--- src/rtl/wb_pkg.sv ---
// Shared types and defaults for the Wishbone classic master bridge.
package wb_pkg;

  typedef enum logic [2:0] {
    IDLE    = 3'b001,
    TRAN    = 3'b010,
    ENDTRAN = 3'b100
  } wb_state_e;

  localparam int DATA_W_DEF = 32;
  localparam int ADDR_W_DEF = 32;

  function automatic int sel_width(input int data_w);
    return data_w / 8;
  endfunction

endpackage

--- src/rtl/wb_timeout_cnt.sv ---
// Saturating cycle counter with synchronous clear; flags when LIMIT is reached.
module wb_timeout_cnt #(
  parameter  int LIMIT = 255,
  localparam int CNT_W = $clog2(LIMIT + 1)
) (
  input  logic clk_i,
  input  logic rst_i,
  input  logic clr_i,
  input  logic en_i,
  output logic reached_o
);

  localparam logic [CNT_W-1:0] LIMIT_C = CNT_W'(LIMIT);

  logic [CNT_W-1:0] cnt_q, cnt_d;

  always_comb begin
    cnt_d = cnt_q;
    if (clr_i) begin
      cnt_d = '0;
    end else if (en_i && (cnt_q != LIMIT_C)) begin
      cnt_d = cnt_q + CNT_W'(1);
    end else begin
      cnt_d = cnt_q;
    end
  end

  always_ff @(posedge clk_i or posedge rst_i) begin
    if (rst_i) begin
      cnt_q <= '0;
    end else begin
      cnt_q <= cnt_d;
    end
  end

  assign reached_o = (cnt_q == LIMIT_C);

endmodule

--- src/rtl/wb_master_bridge.sv ---
// Single-transfer Wishbone classic master for the pipeline memory stage.
// Define WB_TIMEOUT_EN to add the TRAN-state bus watchdog and wbm_tout_o.
module wb_master_bridge
  import wb_pkg::*;
#(
  parameter  int DATA_W         = DATA_W_DEF,
  parameter  int ADDR_W         = ADDR_W_DEF,
  parameter  int TIMEOUT_CYCLES = 255,
  localparam int SEL_W          = sel_width(DATA_W)
) (
  input  logic              clk_i,
  input  logic              rst_i,
  input  logic [DATA_W-1:0] wbm_dat_i,
  input  logic [SEL_W-1:0]  wbm_sel_i,
  input  logic [ADDR_W-1:0] wbm_adr_i,
  input  logic              wbm_we_i,
  input  logic              wbm_re_i,
  input  logic              wbm_kill_i,
  output logic [DATA_W-1:0] wbm_dat_o,
  output logic              wbm_ack_o,
  output logic              wbm_err_o,
  output logic              wbm_cyc_o,
  output logic              wbm_tout_o,
  input  logic [DATA_W-1:0] wbs_dat_i,
  input  logic              wbs_ack_i,
  input  logic              wbs_err_i,
  output logic              wbs_cyc_o,
  output logic              wbs_stb_o,
  output logic              wbs_we_o,
  output logic [ADDR_W-1:0] wbs_adr_o,
  output logic [DATA_W-1:0] wbs_dat_o,
  output logic [SEL_W-1:0]  wbs_sel_o
);

  wb_state_e         state_q, state_d;
  logic              cyc_q, cyc_d;
  logic              we_q, we_d;
  logic [ADDR_W-1:0] adr_q, adr_d;
  logic [DATA_W-1:0] dat_q, dat_d;
  logic [SEL_W-1:0]  sel_q, sel_d;
  logic [DATA_W-1:0] rdat_q, rdat_d;
  logic              ack_q, ack_d;
  logic              err_q, err_d;
  logic              tout_q, tout_d;
  logic              busy_q, busy_d;
  logic              tran_entry_s;
  logic              timeout_s;

`ifdef WB_TIMEOUT_EN
  wb_timeout_cnt #(
    .LIMIT (TIMEOUT_CYCLES)
  ) u_timeout_cnt (
    .clk_i     (clk_i),
    .rst_i     (rst_i),
    .clr_i     (tran_entry_s),
    .en_i      (state_q == TRAN),
    .reached_o (timeout_s)
  );
`else
  assign timeout_s = 1'b0;
`endif

  // Next-state and next-output logic; ack/err/tout are pulses, so they default low.
  always_comb begin
    state_d      = state_q;
    cyc_d        = cyc_q;
    we_d         = we_q;
    adr_d        = adr_q;
    dat_d        = dat_q;
    sel_d        = sel_q;
    rdat_d       = rdat_q;
    ack_d        = 1'b0;
    err_d        = 1'b0;
    tout_d       = 1'b0;
    tran_entry_s = 1'b0;
    case (state_q)
      IDLE: begin
        if ((wbm_we_i || wbm_re_i) && !wbm_kill_i) begin
          adr_d = wbm_adr_i;
          dat_d = wbm_dat_i;
          sel_d = wbm_sel_i;
          we_d  = wbm_we_i;
          if (wbm_sel_i == '0) begin
            err_d   = 1'b1;
            state_d = ENDTRAN;
          end else begin
            cyc_d        = 1'b1;
            tran_entry_s = 1'b1;
            state_d      = TRAN;
          end
        end else begin
          state_d = IDLE;
        end
      end
      TRAN: begin
        // Kill outranks any same-cycle slave response, which is then discarded.
        if (wbm_kill_i) begin
          cyc_d   = 1'b0;
          state_d = IDLE;
        end else if (wbs_err_i) begin
          err_d   = 1'b1;
          cyc_d   = 1'b0;
          state_d = ENDTRAN;
        end else if (wbs_ack_i) begin
          ack_d   = 1'b1;
          cyc_d   = 1'b0;
          state_d = ENDTRAN;
          if (!we_q) begin
            rdat_d = wbs_dat_i;
          end else begin
            rdat_d = rdat_q;
          end
        end else if (timeout_s) begin
          err_d   = 1'b1;
          tout_d  = 1'b1;
          cyc_d   = 1'b0;
          state_d = ENDTRAN;
        end else begin
          state_d = TRAN;
        end
      end
      ENDTRAN: begin
        state_d = IDLE;
      end
      default: begin
        cyc_d   = 1'b0;
        state_d = IDLE;
      end
    endcase
    busy_d = (state_d != IDLE);
  end

  // State and output registers.
  always_ff @(posedge clk_i or posedge rst_i) begin
    if (rst_i) begin
      state_q <= IDLE;
      cyc_q   <= 1'b0;
      we_q    <= 1'b0;
      adr_q   <= '0;
      dat_q   <= '0;
      sel_q   <= '0;
      rdat_q  <= '0;
      ack_q   <= 1'b0;
      err_q   <= 1'b0;
      tout_q  <= 1'b0;
      busy_q  <= 1'b0;
    end else begin
      state_q <= state_d;
      cyc_q   <= cyc_d;
      we_q    <= we_d;
      adr_q   <= adr_d;
      dat_q   <= dat_d;
      sel_q   <= sel_d;
      rdat_q  <= rdat_d;
      ack_q   <= ack_d;
      err_q   <= err_d;
      tout_q  <= tout_d;
      busy_q  <= busy_d;
    end
  end

  assign wbs_cyc_o  = cyc_q;
  assign wbs_stb_o  = cyc_q;
  assign wbs_we_o   = we_q;
  assign wbs_adr_o  = adr_q;
  assign wbs_dat_o  = dat_q;
  assign wbs_sel_o  = sel_q;
  assign wbm_dat_o  = rdat_q;
  assign wbm_ack_o  = ack_q;
  assign wbm_err_o  = err_q;
  assign wbm_tout_o = tout_q;
  assign wbm_cyc_o  = busy_q;

endmodule

--- config.mk ---
export PLATFORM = sky130hd
export DESIGN_NAME = wb_master_bridge
export DESIGN_NICKNAME = d
export VERILOG_FILES = /design/src/rtl/wb_pkg.sv /design/src/rtl/wb_timeout_cnt.sv /design/src/rtl/wb_master_bridge.sv
export SDC_FILE = /design/constraint.sdc
export NUM_CORES = 1
export LEC_CHECK = 0
export CAP_MARGIN = 20
export CORE_MARGIN = 2
export CORE_UTILIZATION = 35
export DETAILED_ROUTE_END_ITERATION = 12
export GPL_TIMING_DRIVEN = 0
export PLACE_DENSITY_LB_ADDON = 0.1
export SLEW_MARGIN = 10
export SYNTH_ARGS = -nofsm -noshare
export SYNTH_HDL_FRONTEND = slang
export SYNTH_HIERARCHICAL = 1
export SYNTH_SLANG_ARGS = --single-unit
export TNS_END_PERCENT = 30
--- constraint.sdc ---
create_clock -name clk_i -period 8.1 [get_ports clk_i]
set_input_delay 1.62 -clock clk_i [delete_from_list [all_inputs] [get_ports clk_i]]
set_output_delay 1.62 -clock clk_i [all_outputs]
set_load 0.02 [all_outputs]
# Yosys cells after proc, flatten, opt, wreduce, memory -nomap -nowiden
# Cells that the tools add are included.
[classes]
eq_ne = 7
n_mux = 21
bitwise = 4
n_reduce_logical = 7
[op_table]
columns = ["operator", "n"]
rows = [
  ["2-to-1 mux 3 bit", 5],
  ["2-to-1 mux 1 bit", 13],
  ["case mux 3 bit (2 select lines)", 1],
  ["AND reduction 5 bit", 1],
  ["zero test 4 bit", 1],
  ["inequality test 2 bit, second input constant", 2],
  ["inequality test 4 bit, second input constant", 1],
  ["NOT 1 bit", 4],
  ["AND reduction 4 bit", 1],
  ["equality test 3 x 1 -> 1 bit, second input constant", 1],
  ["equality test 3 x 2 -> 1 bit, second input constant", 1],
  ["equality test 3 bit, second input constant", 1],
  ["inequality test 3 x 1 -> 1 bit, second input constant", 1],
  ["case mux 1 bit (3 select lines)", 1],
  ["case mux 1 bit (2 select lines)", 1],
  ["AND reduction 2 bit", 1],
  ["logical AND 1 bit", 1],
  ["zero test 1 bit", 1],
  ["logical OR 1 bit", 1],
]
[word_totals]
reg_bits = 108
out_inout_bits = 107

# Logic depth before layout (Yosys ltp)
# Gate-level depths: netlist of run 1.
[depth]
word_depth = 5
ltp_mapped = 6
mapped_depth_nobuf = 3

# Worst setup path before layout of run 1
# OpenSTA, ideal clock, no wires.
[synth_path]
kind = "input port to flip-flop"
from = "input port wbm_kill_i"
to = "register rdat_q[0], in the netlist wbm_dat_o[0]"
t_arrival_ns = 3.179
required_ns = 7.975
path_slack_ns = 4.796
stages = 5
n_path_buf = 2
cell_sequence = "or4b_4 or4b_4 buf_6 buf_12 mux2_4"
[synth_between]
elab_chain_len = 2
[synth_lines]
columns = ["item", "line", "rtl"]
rows = [
  ["start: declaration", "wb_master_bridge.sv:18", "input logic wbm_kill_i,"],
  ["NOT 1 bit (no source line)", "--", ""],
  ["AND reduction 5 bit (no source line)", "--", ""],
  ["end signal: assignment", "wb_master_bridge.sv:154", "rdat_q <= rdat_d;"],
  ["end: declaration", "wb_master_bridge.sv:41", "logic [DATA_W-1:0] rdat_q, rdat_d;"],
]
# No other way between the ends.
# A chain may end at the register's enable or synchronous reset.

# Final worst setup path of run 1
[layout_path]
from = "input port wbm_kill_i"
to = "register dat_q[3], in the netlist wbs_dat_o[3]"
[layout_between]
elab_chain_len = 3
[layout_lines]
columns = ["item", "line", "rtl"]
rows = [
  ["zero test 1 bit", "wb_master_bridge.sv:78", "if ((wbm_we_i || wbm_re_i) && !wbm_kill_i) begin"],
  ["logical AND 1 bit", "wb_master_bridge.sv:78", ""],
  ["AND reduction 2 bit (no source line)", "--", ""],
  ["end signal: assignment", "wb_master_bridge.sv:152", "dat_q <= dat_d;"],
  ["end: declaration", "wb_master_bridge.sv:39", "logic [DATA_W-1:0] dat_q, dat_d;"],
]
# No other way between the ends.

==> run_results.csv, run 1 <==
group,metric,value,unit
timing,slew_headroom,0.552,
clock_tree,cts-resized-gates,0,
timing,maxSlewViolCount,0,
logic_synthesis,syn_nets,353,
layout,num-fill-cells,1000,
timing,rsz0062_at_grt,"false",
worst_setup_path,r2r-start,"state_q[0]",
clock_tree,cts_tree,"built",
clock_tree,clkTransAtPathRegs,0.07,ns
placed_design,io_buffers,212,
timing,min_period,3.63,ns
layout,design_area,0.00688,mm^2
global_routing,grt_pass1_vias,2971,
logic_synthesis,synth_enable_flop_cells,0,
clock_tree,htree_levels,3,
floorplanning,rows,40,
logic_synthesis,yosysTopAreaCell,"dfrtp_1",
routing,via_per_inst,4.55,
clock_tree,post_cts_buffers,0,
timing,fin_skew,0.00548,ns
placed_design,dp_slack,4.02,ns
worst_setup_path,required,8.34,ns
layout,stdcell_count,622,
pwr,ir_drop,0.166,mV
logic_synthesis,ys_ff_latch,108,
floorplanning,fp.dieH,114,um
placed_design,place_hpwl,7.33,mm
floorplanning,dieArea,0.0130,mm^2
floorplanning,coreArea,0.0119,mm^2
logic_synthesis,yosysMostFrequentCell,"dfrtp_1",
routing,drtIter0Drc,73,
routing,drc_errors,0,
logic_synthesis,ys_seq_area_frac,0.639,
worst_hold_path,min_to,"wbs_dat_o[9]",
layout,area_delta_synth_final,62.4,%
logic_synthesis,synth_top_cells_by_area,"dfrtp_1 (63%), mux2_2 (19%), mux2_4 (11%)",
timing,layout_setup_ws,4.47,ns
global_routing,grt.overflow.total,0,
clock_tree,clock_path_buffers,2,
routing,antenna_left,0,
routing,drt-total-wl,9.97,mm
worst_setup_path,r2r_slack,5.66,ns
worst_setup_path,crit_arrival,3.87,ns
pwr,power.leakage,2.98,nW
floorplanning,die_x,114,um
worst_setup_path,critPathLaunchType,"input pin",
placed_design,globalplace.congestion,0.712,
logic_synthesis,synth_top_area_share,0.633,
timing,fin_setup_tns,0,ns
timing,fmax,276,MHz
clock_tree,cts_buffers,9,
timing,hold_viol_final,0,
pwr,powerDensity,270,mW/mm^2
routing,first_pass_iters,4,
worst_hold_path,whs_path_depth,1,
routing,vias,2831,
logic_synthesis,synth_cell_types,30,
timing,worst_pin_slew,0.666,ns
timing,fin_crit_sh,0.448,
global_routing,grt_first_pass_wirelength,15.6,mm
clock_tree,insertion_delay,0.35,ns
worst_setup_path,regToRegEndpoint,"wbs_dat_o[3]",
logic_synthesis,yosys_warnings,6,
worst_hold_path,hold_path.class,"reg2reg",
worst_setup_path,crit_fanout,10,
logic_synthesis,syn_inst,246,
global_routing,grt_start_max_net_pins,56,
logic_synthesis,avgSynthCellArea,17.2,um^2
floorplanning,floorplan.initialDensity,0.355,
pwr,finalPower,1.86,mW
placed_design,dpl_cell_area,0.00657,mm^2
floorplanning,ioPinCount,214,
placed_design,dp_cells,606,
worst_setup_path,ff2ff_path_depth,6,
logic_synthesis,synth_flop_cell,"dfrtp_1",
job,drv_cap,0,
logic_synthesis,synth_area,0.00423,mm^2
global_routing,grt.total_usage,0.158,
worst_hold_path,hp-start,"wbs_dat_o[9]",
layout,num_antenna_cells,0,
layout,drive_gt1_frac,0.272,
timing,hold_slack,0.503,ns
routing,avgRoutedWirePerCell,16.0,um
status,run_status,"completed",
clock_tree,ctsHoldBuffers,0,
timing,finalSetupViolCount,0,
logic_synthesis,synthTopCellsByCount,"dfrtp_1 (107), mux2_2 (71), mux2_4 (30), buf_1 (4)",
clock_tree,cts_sinks,108,
worst_setup_path,path_class,"in2reg",
layout,nNetsFinal,577,
worst_setup_path,endpoint_kind,"flip-flop",
layout,final_util,0.577,
logic_synthesis,async_flop_share,1.00,
global_routing,antenna_found_initial,0,
clock_tree,cts-root-buf,"clkbuf_16",
-- placed cells by master, fill, tap and decap left out, types with 2 or more instances in the layout --
cell type	netlist	layout
buf_1	4	4
buf_12	3	3
buf_4	2	2
clkbuf_1	3	4
clkbuf_16	0	9
clkbuf_8	0	2
clkdlybuf4s50_1	0	212
clkinv_2	0	2
dfrtp_1	107	107
mux2_2	71	71
mux2_4	30	30
nor2_1	2	2
nor2b_1	2	2
or4b_4	2	2
-- worst max-delay path: stages --
cell             delay (ns)
clkdlybuf4s50_1        0.42
nor2_1                 0.23
and3_1                 0.19
clkbuf_1               0.26
buf_2                  0.30
buf_1                  0.44
mux2_2                 0.40
-- how the worst max path moves through the flow --
stage	start	to	slack, ns
5_1_grt	wbm_kill_i	wbs_dat_o[4]	4.24
3_5_place_dp	wbm_kill_i	wbs_dat_o[3]	4.02
3_3_place_gp	rst_i	wbs_adr_o[5]	1.91
6_report	wbm_kill_i	wbs_dat_o[3]	4.47
2_1_floorplan	rst_i	state_q[1]	3.64
4_1_cts	wbm_kill_i	wbs_dat_o[3]	4.40
-- cell type report --
class                   count  area [um^2]  area share
flip-flops and latches    108         2700       0.393
well taps                 147          184      0.0268
clock inverters             4         47.5     0.00692
multi-input cells         123         1410       0.205
repair buffers            213         2150       0.313
plain buffers              14          118      0.0171
clock buffers              12          256      0.0373
inverters                   1         8.76     0.00127
-- power breakdown --
group	switching [mW]	internal (mW)	total, mW
registers	0.0652	0.668	0.733
logic	0.297	0.381	0.678
clock network	0.192	0.256	0.448
-- sequential cells by signal, indices dropped and copies added (netlist names) --
| signal | cells |
|---|---|
| wbm_dat_o | 32 |
| wbs_adr_o | 32 |
| wbs_dat_o | 32 |
| wbs_sel_o | 4 |
| state_q | 3 |
| wbm_ack_o | 1 |
| wbm_cyc_o | 1 |
| wbm_err_o | 1 |
| wbs_cyc_o | 1 |
| wbs_we_o | 1 |
-- logic make-up (layout without fill, tap and decap cells) --
| logic type | count (synthesis) | in the layout | synth area share |
|---|---|---|---|
| compound gates | 6 | 6 | 0.0115 |
| xor+xnor | 1 | 1 | 0.00207 |
| buf+inv | 15 | 244 | 0.0287 |
| flops | 108 | 108 | 0.639 |
| mux | 101 | 101 | 0.295 |
| other cells | 1 | 1 | 0.000886 |
| simple gates | 14 | 14 | 0.0228 |
-- layer usage --
metal / vias up / wire length, um / part of all wire / track usage
met4: 0 / 149 / 0.015 / 0.0537
met5: - / 0 / 0 / 0
met2: 132 / 4510 / 0.45 / 0.238
met1: 1375 / 4290 / 0.43 / 0.195
met3: 11 / 1020 / 0.10 / 0.0808
li1: 1313 / - / - / -
(Power assumes the default switching activity.)
==> inputs of run 2 (changes only) <==
==> constraint.sdc (replaced) <==
create_clock -name clk_i -period 3 [get_ports clk_i]
set_input_delay 0.6 -clock clk_i [delete_from_list [all_inputs] [get_ports clk_i]]
set_output_delay 0.6 -clock clk_i [all_outputs]
set_load 0.02 [all_outputs]
==> run_results.csv, run 2 (synthesis results as in run 1) <==
group,metric,value,unit
status,run_status,"completed",
timing,layout_setup_ws,0.324,ns
timing,finalSetupViolCount,0,
timing,fin_setup_tns,0,ns
pwr,p_seq_frac,0.384,
worst_setup_path,required,3.23,ns
routing,via_per_inst,4.58,
clock_tree,cts_tree,"built",
clock_tree,post_cts_buffers,0,
worst_setup_path,path_class,"in2reg",
floorplanning,rows,40,
routing,avgRoutedWirePerCell,15.9,um
global_routing,grt_pass1_vias,3060,
worst_hold_path,whs_path_depth,1,
pwr,swShare,0.289,
placed_design,place_hpwl,7.53,mm
layout,num-fill-cells,1004,
worst_setup_path,crit_fanout,10,
timing,fmax,374,MHz
timing,maxSlewViolCount,0,
pwr,p_int,3.67,mW
pwr,p_sw,1.49,mW
timing,fin_crit_sh,0.892,
routing,drtIter0Drc,84,
clock_tree,cts-resized-gates,0,
routing,vias,2856,
worst_setup_path,crit_arrival,2.90,ns
clock_tree,cts_sinks,108,
pwr,powerDensity,743,mW/mm^2
pwr,p_comb_frac,0.354,
global_routing,grt_start_max_net_pins,37,
layout,nNetsFinal,579,
worst_hold_path,hold_path.class,"reg2reg",
layout,design_area,0.00695,mm^2
timing,rsz0062_at_grt,"false",
routing,antenna_left,0,
layout,final_common_cell,"clkdlybuf4s50_1",
worst_setup_path,critPathLaunchType,"input pin",
global_routing,antenna_found_initial,0,
clock_tree,htree_levels,3,
pwr,ir_drop,0.495,mV
floorplanning,coreArea,0.0119,mm^2
routing,drt-total-wl,9.94,mm
placed_design,globalplace.congestion,0.708,
clock_tree,cts_buffers,9,
clock_tree,clock_path_buffers,2,
routing,first_pass_iters,6,
layout,drive_gt1_frac,0.277,
clock_tree,clkTransAtPathRegs,0.07,ns
worst_setup_path,endpoint_kind,"flip-flop",
floorplanning,fp.dieH,114,um
timing,slew_headroom,0.535,
placed_design,dp_slack,-0.0946,ns
routing,drc_errors,0,
clock_tree,ctsHoldBuffers,0,
job,drv_cap,0,
pwr,power.leakage,3.01,nW
clock_tree,insertion_delay,0.34,ns
placed_design,io_buffers,212,
floorplanning,die_x,114,um
timing,fin_skew,0.00530,ns
timing,hold_slack,0.505,ns
layout,num_antenna_cells,0,
pwr,clock_power_share,0.262,
floorplanning,floorplan.initialDensity,0.355,
placed_design,dpl_cell_area,0.00660,mm^2
timing,min_period,2.68,ns
clock_tree,cts-root-buf,"clkbuf_16",
timing,hold_viol_final,0,
global_routing,grt_first_pass_wirelength,15.7,mm
floorplanning,dieArea,0.0130,mm^2
floorplanning,ioPinCount,214,
timing,worst_pin_slew,0.691,ns
global_routing,grt.overflow.total,0,
layout,layout_common_cells,"clkdlybuf4s50_1 (212), dfrtp_1 (107), mux2_2 (71)",
layout,area_delta_synth_final,64.3,%
global_routing,grt.total_usage,0.158,
worst_setup_path,ff2ff_path_depth,6,
==> run 2: through the flow <==
stage	total power [mW]	utilization	instances
2_1_floorplan	2.88	-	246
3_3_place_gp	3.82	0.549	605
3_5_place_dp	3.86	0.554	608
4_1_cts	5.25	0.584	624
5_1_grt	5.44	0.584	624
6_report	5.17	0.584	624
==> run 2: worst paths after layout <==
kind	slack, ns	endpoint	startpoint
worst max-delay path	0.32	wbs_sel_o[1]	wbm_kill_i
worst min-delay path	0.50	wbm_dat_o[11]	wbm_dat_o[11]
worst max register to register	0.51	wbs_sel_o[1]	state_q[0]
worst min register to register	0.50	wbm_dat_o[11]	wbm_dat_o[11]
max in group asynchronous	1.78	wbs_adr_o[5]	rst_i
min in group asynchronous	0.53	wbm_dat_o[1]	rst_i
==> run 2: metal layers <==
layer / up-vias / wire (um) / share of wire / track usage
met5: - / 0 / 0 / 0
met4: 0 / 126 / 0.013 / 0.0423
met3: 10 / 1120 / 0.11 / 0.0855
met2: 131 / 4600 / 0.46 / 0.239
met1: 1400 / 4100 / 0.41 / 0.198
li1: 1315 / - / - / -
==> run 2: power groups by stage <==
stage	Clock [mW]	Sequential (mW)	Combinational, mW
floorplan	0	2.43	0.448
global placement	0	1.99	1.83
detailed placement	0	2.01	1.85
CTS	1.41	1.99	1.85
global route	1.47	2.03	1.93
finish	1.35	1.98	1.83
==> run 2: worst max-delay path: stages <==
cell             delay (ns)
clkdlybuf4s50_1        0.42
nor2_1                 0.24
and3_1                 0.20
clkbuf_1               0.28
buf_2                  0.30
buf_1                  0.46
mux2_2                 0.40
==> run 2: layout make-up <==
type	instances	area (um^2)	area share
sequential	108	2700	0.389
timing repair buffer	215	2180	0.314
multi-input combinational	123	1410	0.202
clock buffer	10	239	0.0344
tap	147	184	0.0265
buffer	14	118	0.0169
clock inverter	6	111	0.0160
inverter	1	7.51	0.00108
==> inputs of run 3 (changes only) <==
--- a/config.mk
+++ b/config.mk
@@ -5,12 +5,13 @@
 export SDC_FILE = /design/constraint.sdc
 export NUM_CORES = 1
 export LEC_CHECK = 0
-export CAP_MARGIN = 20
+export CAP_MARGIN = 10
 export CORE_MARGIN = 2
 export CORE_UTILIZATION = 35
 export DETAILED_ROUTE_END_ITERATION = 12
 export GPL_TIMING_DRIVEN = 0
 export PLACE_DENSITY_LB_ADDON = 0.1
+export SKIP_LAST_GASP = 1
 export SLEW_MARGIN = 10
 export SYNTH_ARGS = -nofsm -noshare
 export SYNTH_HDL_FRONTEND = slang
==> results of run 3 <==
The final DEF is identical to that of run 2; final timing and power are the same.
